==> config.mk <==
export PLATFORM = sky130hd
export DESIGN_NAME = data_sram_axi_bridge
export DESIGN_NICKNAME = d
export VERILOG_FILES = /design/src/rtl/data_sram_axi_bridge.sv
export SDC_FILE = /design/constraint.sdc
export NUM_CORES = 1
export LEC_CHECK = 0
export CORE_ASPECT_RATIO = 1.5
export CORE_MARGIN = 3
export CORE_UTILIZATION = 40
export DETAILED_ROUTE_END_ITERATION = 8
export PLACE_DENSITY_LB_ADDON = 0.12
export SYNTH_ARGS = -nofsm -noshare
export SYNTH_HDL_FRONTEND = slang
export SYNTH_SLANG_ARGS = --single-unit
==> constraint.sdc <==
create_clock -name clk -period 2.88 [get_ports clk]
set_input_delay 0.72 -clock clk [delete_from_list [all_inputs] [get_ports clk]]
set_output_delay 0.72 -clock clk [all_outputs]
set_load 0.1 [all_outputs]
==> src/rtl/data_sram_axi_bridge.sv <==
// data_sram_axi_bridge
// Turns one SRAM-style load/store request from the memory stage into a single-beat
// AXI4 read or write. While the bus transaction is outstanding, the requester is stalled.
// When the transaction finishes, data_ok pulses for exactly one cycle.
// Optional feature: define DATA_BRIDGE_BUS_ERR_EN to report non-OKAY rresp/bresp on
// bus_error, qualified by data_ok. Without it, bus_error is tied low.
module data_sram_axi_bridge #(
    parameter int ADDR_W = 32
) (
    input  logic              clk,
    input  logic              rst,
    input  logic              mem_en,
    input  logic [3:0]        mem_wen,
    input  logic [ADDR_W-1:0] mem_addr,
    input  logic [31:0]       mem_wdata,
    input  logic [2:0]        data_size,
    output logic [31:0]       mem_rdata,
    output logic              data_ok,
    output logic              mem_stall,
    output logic              bus_error,
    output logic [ADDR_W-1:0] araddr,
    output logic [2:0]        arsize,
    output logic              arvalid,
    input  logic              arready,
    input  logic [31:0]       rdata,
    input  logic [1:0]        rresp,
    input  logic              rlast,
    input  logic              rvalid,
    output logic              rready,
    output logic [ADDR_W-1:0] awaddr,
    output logic [2:0]        awsize,
    output logic              awvalid,
    input  logic              awready,
    output logic [31:0]       wdata,
    output logic [3:0]        wstrb,
    output logic              wlast,
    output logic              wvalid,
    input  logic              wready,
    input  logic [1:0]        bresp,
    input  logic              bvalid,
    output logic              bready
);

    typedef enum logic [2:0] {
        IDLE    = 3'd0,
        RD_ADDR = 3'd1,
        RD_DATA = 3'd2,
        WR_REQ  = 3'd3,
        WR_RESP = 3'd4,
        DONE    = 3'd5
    } state_t;

    state_t            state_r;
    logic [ADDR_W-1:0] addr_r;
    logic [2:0]        size_r;
    logic [3:0]        wen_r;
    logic [31:0]       wdata_r;
    logic [31:0]       rdata_r;
    logic              aw_done_r;
    logic              w_done_r;
    logic              arvalid_r;
    logic              rready_r;
    logic              awvalid_r;
    logic              wvalid_r;
    logic              bready_r;
    logic              data_ok_r;
`ifdef DATA_BRIDGE_BUS_ERR_EN
    logic              bus_error_r;
`endif

    logic aw_fire_s;
    logic w_fire_s;
    logic aw_done_s;
    logic w_done_s;
    logic unused_s;

    // Handshake detection on the write channels; the done flags include this cycle's fire.
    always_comb begin
        aw_fire_s = awvalid_r & awready;
        w_fire_s  = wvalid_r & wready;
        aw_done_s = aw_done_r | aw_fire_s;
        w_done_s  = w_done_r | w_fire_s;
    end

    // rlast is never needed because the responder guarantees a single beat.
    assign unused_s = ^{rlast, rresp, bresp};

    // Transaction FSM. All bus-facing valids/readies and completion flags are registered here.
    always_ff @(posedge clk or negedge rst) begin
        if (!rst) begin
            state_r   <= IDLE;
            addr_r    <= '0;
            size_r    <= 3'd0;
            wen_r     <= 4'd0;
            wdata_r   <= 32'd0;
            rdata_r   <= 32'd0;
            aw_done_r <= 1'b0;
            w_done_r  <= 1'b0;
            arvalid_r <= 1'b0;
            rready_r  <= 1'b0;
            awvalid_r <= 1'b0;
            wvalid_r  <= 1'b0;
            bready_r  <= 1'b0;
            data_ok_r <= 1'b0;
`ifdef DATA_BRIDGE_BUS_ERR_EN
            bus_error_r <= 1'b0;
`endif
        end else begin
            case (state_r)
                IDLE: begin
                    if (mem_en) begin
                        addr_r  <= mem_addr;
                        size_r  <= data_size;
                        wen_r   <= mem_wen;
                        wdata_r <= mem_wdata;
                        if (mem_wen == 4'd0) begin
                            arvalid_r <= 1'b1;
                            state_r   <= RD_ADDR;
                        end else begin
                            awvalid_r <= 1'b1;
                            wvalid_r  <= 1'b1;
                            state_r   <= WR_REQ;
                        end
                    end else begin
                        state_r <= IDLE;
                    end
                end
                RD_ADDR: begin
                    if (arready) begin
                        arvalid_r <= 1'b0;
                        rready_r  <= 1'b1;
                        state_r   <= RD_DATA;
                    end else begin
                        state_r <= RD_ADDR;
                    end
                end
                RD_DATA: begin
                    if (rvalid) begin
                        rready_r  <= 1'b0;
                        rdata_r   <= rdata;
                        data_ok_r <= 1'b1;
`ifdef DATA_BRIDGE_BUS_ERR_EN
                        bus_error_r <= (rresp != 2'b00);
`endif
                        state_r   <= DONE;
                    end else begin
                        state_r <= RD_DATA;
                    end
                end
                WR_REQ: begin
                    // Each channel drops its valid once done; the other may still be waiting.
                    if (aw_fire_s) begin
                        awvalid_r <= 1'b0;
                    end else begin
                        awvalid_r <= awvalid_r;
                    end
                    if (w_fire_s) begin
                        wvalid_r <= 1'b0;
                    end else begin
                        wvalid_r <= wvalid_r;
                    end
                    if (aw_done_s && w_done_s) begin
                        aw_done_r <= 1'b0;
                        w_done_r  <= 1'b0;
                        bready_r  <= 1'b1;
                        state_r   <= WR_RESP;
                    end else begin
                        aw_done_r <= aw_done_s;
                        w_done_r  <= w_done_s;
                        state_r   <= WR_REQ;
                    end
                end
                WR_RESP: begin
                    if (bvalid) begin
                        bready_r  <= 1'b0;
                        data_ok_r <= 1'b1;
`ifdef DATA_BRIDGE_BUS_ERR_EN
                        bus_error_r <= (bresp != 2'b00);
`endif
                        state_r   <= DONE;
                    end else begin
                        state_r <= WR_RESP;
                    end
                end
                DONE: begin
                    data_ok_r <= 1'b0;
`ifdef DATA_BRIDGE_BUS_ERR_EN
                    bus_error_r <= 1'b0;
`endif
                    state_r   <= IDLE;
                end
                default: begin
                    arvalid_r <= 1'b0;
                    rready_r  <= 1'b0;
                    awvalid_r <= 1'b0;
                    wvalid_r  <= 1'b0;
                    bready_r  <= 1'b0;
                    data_ok_r <= 1'b0;
                    aw_done_r <= 1'b0;
                    w_done_r  <= 1'b0;
`ifdef DATA_BRIDGE_BUS_ERR_EN
                    bus_error_r <= 1'b0;
`endif
                    state_r   <= IDLE;
                end
            endcase
        end
    end

    assign mem_rdata = rdata_r;
    assign data_ok   = data_ok_r;
    assign mem_stall = mem_en & ~data_ok_r;
`ifdef DATA_BRIDGE_BUS_ERR_EN
    assign bus_error = bus_error_r;
`else
    assign bus_error = 1'b0;
`endif
    assign araddr    = addr_r;
    assign arsize    = size_r;
    assign arvalid   = arvalid_r;
    assign rready    = rready_r;
    assign awaddr    = addr_r;
    assign awsize    = size_r;
    assign awvalid   = awvalid_r;
    assign wdata     = wdata_r;
    assign wstrb     = wen_r;
    assign wlast     = 1'b1;
    assign wvalid    = wvalid_r;
    assign bready    = bready_r;

endmodule

### Word-level counts from Yosys, hierarchy flattened

Cells that the tools add are included.

* bits in registers: 114
* input port bits: 116
* output and inout port bits: 147
* word-level logic and storage cells: 86

* equality and inequality tests: 14
* muxes and demuxes: 30
* bitwise gates (word level): 11
* reduce and logical (&&, ||, !) cells: 17

Operators by type and width (number)
* 2-bit inequality test, second input constant: 9
* 1-bit one-hot mux with 3 select lines: 6
* 1-bit 2-to-1 mux: 16
* 4-bit OR reduction: 4
* 3-bit one-hot mux with 5 select lines: 1
* 4-bit AND reduction: 3
* 3-bit 2-to-1 mux: 3
* 3-bit AND reduction: 3
* 3-bit by 2-bit equality test with 1-bit output, second input constant: 2
* 3-bit equality test, second input constant: 2
* 1-bit NOT: 6
* 5-bit OR reduction: 1
* 4-bit zero test: 1
* 2-bit 2-to-1 mux: 2
* 1-bit one-hot mux with 2 select lines: 2
* 2-bit AND reduction: 2
* 1-bit bitwise AND: 3
* 3-bit by 1-bit equality test with 1-bit output, second input constant: 1
* 3-bit zero test: 1
* 3-bit OR reduction: 1
* 1-bit bitwise OR: 2
* 1-bit logical AND: 1

### Depth between registers and ports, before layout

* depth after elaboration: 5
* gate-level depth with buffers: 5

### Least setup slack after synthesis

Ideal clock, no wire load.

* kind: register to output
* from: register data_ok_r, in the netlist data_ok
* to: output mem_stall
* arrival time: 2233 ps
* data required time: 2160 ps
* setup slack: -73 ps
* stages on the path, launching flop included: 2
* buffers on the path: 0
* cell sequence: dfrtp_1 -> nor2b_1

* word-level cells in the longest chain between the ends: 2

Ends and longest elaborated chain
* start: declaration: RTL line 66 `logic data_ok_r;`
* start signal: assignment: RTL line 104 `data_ok_r <= 1'b0;`
* start signal: assignment: RTL line 141 `data_ok_r <= 1'b1;`
* start signal: assignment: RTL line 176 `data_ok_r <= 1'b1;`
* 1-bit NOT: RTL line 212 `assign mem_stall = mem_en & ~data_ok_r;`
* 1-bit bitwise AND: RTL line 212
* end: declaration: RTL line 19 `output logic mem_stall,`

Every way passes these cells.

### Final worst setup path

* from: input mem_en
* to: output mem_stall

* word-level cells in the longest chain between the ends: 1

Ends and longest elaborated chain
* start: declaration: RTL line 12 `input logic mem_en,`
* 1-bit bitwise AND: RTL line 212

Every way passes these cells.

==> flow_summary_export.csv <==
group,metric,value,unit
synthesis,synth_top_area_share,56.2,%
synthesis,synth_xor_area_share,0,%
clocking,postCtsSetupBuffers,0,
timing,slew_viol_final,0,
synthesis,ys_seq_area_share,56.2,%
routing,first_pass_iters,4,
synthesis,synth_fp_nets,441,
grt,gr-usage-all-layers,17.8,%
synthesis,ys_types,31,
worst_setup_path,critPathKind,"input port to output pin",
timing,slew-limit-headroom,57.7,%
run_status,status,"completed",
synthesis,synth_mux_area_share,28.4,%
worst_setup_path,cp_max_fo,4,
synthesis,synth_compound_area_share,2.76,%
timing,setup_viol,0,
synthesis,synth_fa_ha_area_share,0,%
floorplanning,dieArea,0.0141,mm^2
synthesis,ys_warn_count,0,
worst_setup_path,start_kind,"input port",
synthesis,synth_seq_cells,114,
timing,fin_skew,0.00893,ns
finish,final_nets,670,
floorplanning,die_h,144,um
clocking,clk_pin_slew_worst_paths,0.05,ns
worst_setup_path,worst_ep_arrival_time,1.69,ns
grt,grt_overflow_total,0,
floorplanning,core-area,0.0122,mm^2
timing,rsz0062_at_grt,"false",
finish,drive_above_1_share,51.0,%
clocking,cts_made_buffers,17,
routing,detail-route-antenna-nets,0,
min_path,hold_path_class,"input port to asynchronous set/reset pin",
routing,drtIter0Drc,82,
floorplanning,start_util,41.6,%
worst_setup_path,cp_data_required_time,2.16,ns
synthesis,synth_top_family_by_area,"multiplexers",
routing,vias,3387,
floorplanning,ioPinCount,263,
synthesis,netlist_area,0.00508,mm^2
clocking,cts_tree,"yes",
timing,finalCritPeriodShare,83.5,%
timing,tightest_slew,0.634,ns
synthesis,async_flop_share,100,%
placed_design,dpl.hpwl,9440,um
grt,antenna_found_initial,0,
clocking,htreeDepth,4,
finish,area_delta_synth_final,52.5,%
floorplanning,die_w,98,um
floorplanning,rows,49,
synthesis,synth_edf_count,0,
worst_setup_path,rrSetupSlack,0.98,ns
routing,wl_per_cell,17.7,um
clocking,cts-root-buf,"clkbuf_16",
run,maxCapViolations,0,
clocking,clk_latency,0.40,ns
synthesis,ys_top_cells_by_area,"dfrtp_1 56%, mux2_4 21%, mux2_2 7.1%, buf_4 5.5%, buf_12 2.8%",
timing,setup-tns-final,0,ns
timing,fin_crit,2.41,ns
routing,wirelength,12700,um
clocking,hold_buffers,0,
clocking,cts_buffer_depth,2,
synthesis,yosysTopAreaCell,"dfrtp_1",
clocking,ctsResizeCount,0,
synthesis,synth_cells,325,
grt,grt_pass1_vias,3525,
worst_setup_path,endpoint_kind,"output pin",
timing,max_freq,416,MHz
grt,grt_pass1_wl,19600,um
synthesis,synthFlopType,"dfrtp_1",
synthesis,syn_area_per_cell,15.6,um^2
routing,drc_errors,0,
grt,grt_start_max_net_pins,52,
placed_design,portBuffers,255,
timing,hold_violations,0,
finish,fillers,915,
routing,viasPerCell,4.70,
finish,antenna_cells,0,
clocking,cts.sinks,114,
placed_design,routabilityCongestion,0.767,
synthesis,synth_simple_gate_area_share,2.96,%
[sequential cells by signal, indices dropped and copies added (netlist names)]
signal,count
mem_rdata,32
bready,1
araddr,32
rready,1
awvalid,1
state_r,3
wstrb,4
wdata,32
wvalid,1
arsize,3
arvalid,1
w_done_r,1
aw_done_r,1
data_ok,1
[final timing paths]
kind | depth (start not counted) | endpoint | from
setup / recovery | 3 | mem_stall | mem_en
hold / removal | 1 | araddr[14]$_DFFE_PN0P_ | rst
setup reg to reg | 3 | wdata[31]$_DFFE_PN0P_ | state_r[0]$_DFF_PN0_
hold reg to reg | 1 | mem_rdata[26]$_DFFE_PN0P_ | mem_rdata[26]$_DFFE_PN0P_
max in group asynchronous | 2 | araddr[2]$_DFFE_PN0P_ | rst
min in group clk | 1 | mem_rdata[26]$_DFFE_PN0P_ | mem_rdata[26]$_DFFE_PN0P_
[layout make-up]
type,instances,area (um^2),area share [%]
sequential,114,2850,36.8
timing repair buffer,261,2280,29.5
multi-input combinational,158,1750,22.6
clock buffer,21,480,6.21
tap,153,191,2.47
clock inverter,11,175,2.26
inverter,2,7.51,0.0970
[synthesized netlist by cell type (all sizes together) (2+ instances only)]
cell type / number
dfrtp: 114
mux2: 104
buf: 50
o21ai: 9
a21oi: 7
nand2: 7
nor2: 7
nor2b: 4
nand2b: 3
conb: 2
inv: 2
nand3b: 2
nor3: 2
[cell families (layout without fill, tap and decap cells)]
kind of cell | Yosys count | in the layout
AO/OA/AOI/OAI | 24 | 24
buffers and inverters | 53 | 295
flip-flops | 114 | 114
multiplexers | 105 | 105
other | 2 | 2
AND/OR/NAND/NOR | 27 | 27
[critical path: stages]
cell and delay, ns:
clkdlybuf4s50_1 0.55, nor2b_2 0.22, buf_12 0.19
[routing by layer]
metal | part of all wire [%] | track usage [%] | vias to the layer above
li1 | - | - | 1542
met1 | 36 | 20.2 | 1686
met2 | 55 | 31.8 | 142
met3 | 6.5 | 5.12 | 17
met4 | 1.9 | 7.00 | 0
met5 | 0 | 0 | -
[per-stage QoR]
stage                     worst slack (ns)  util [%]  hold WS [ns]  instances  cell area [um^2]
after floorplan                      0.449         -         0.424        325              5080
after global placement               0.347      58.1         0.472        688              7090
after detailed placement             0.355      58.1         0.483        688              7090
after CTS                            0.475      63.5         0.353        720              7740
after global routing                 0.448      63.5         0.373        720              7740
final                                0.474      63.5         0.335        720              7740
[cell usage in the layout (no fill, tap or decap), drive strengths merged]
| cell type | count |
|---|---|
| conb | 2 |
| dfrtp | 114 |
| clkdlybuf4s50 | 109 |
| clkbuf | 21 |
| o22ai | 1 |
| a41oi | 1 |
| mux2 | 104 |
| o21a | 1 |
| buf | 152 |
| nor4b | 1 |
| nand2 | 7 |
| nor4 | 1 |
| clkinv | 1 |
| o221ai | 1 |
| nand3b | 2 |
| a21oi | 7 |
| nand2b | 3 |
| bufinv | 4 |
| a211oi | 1 |
| inv | 3 |
| a21o | 1 |
| a31oi | 1 |
| mux2i | 1 |
| nor2b | 4 |
| a21boi | 1 |
| o21ai | 9 |
| clkinvlp | 5 |
| nor3 | 2 |
| nor2 | 7 |
Power is left out: the tool's default activity adds up to more than one toggle a clock period on the data nets, which glitch-free logic cannot reach.
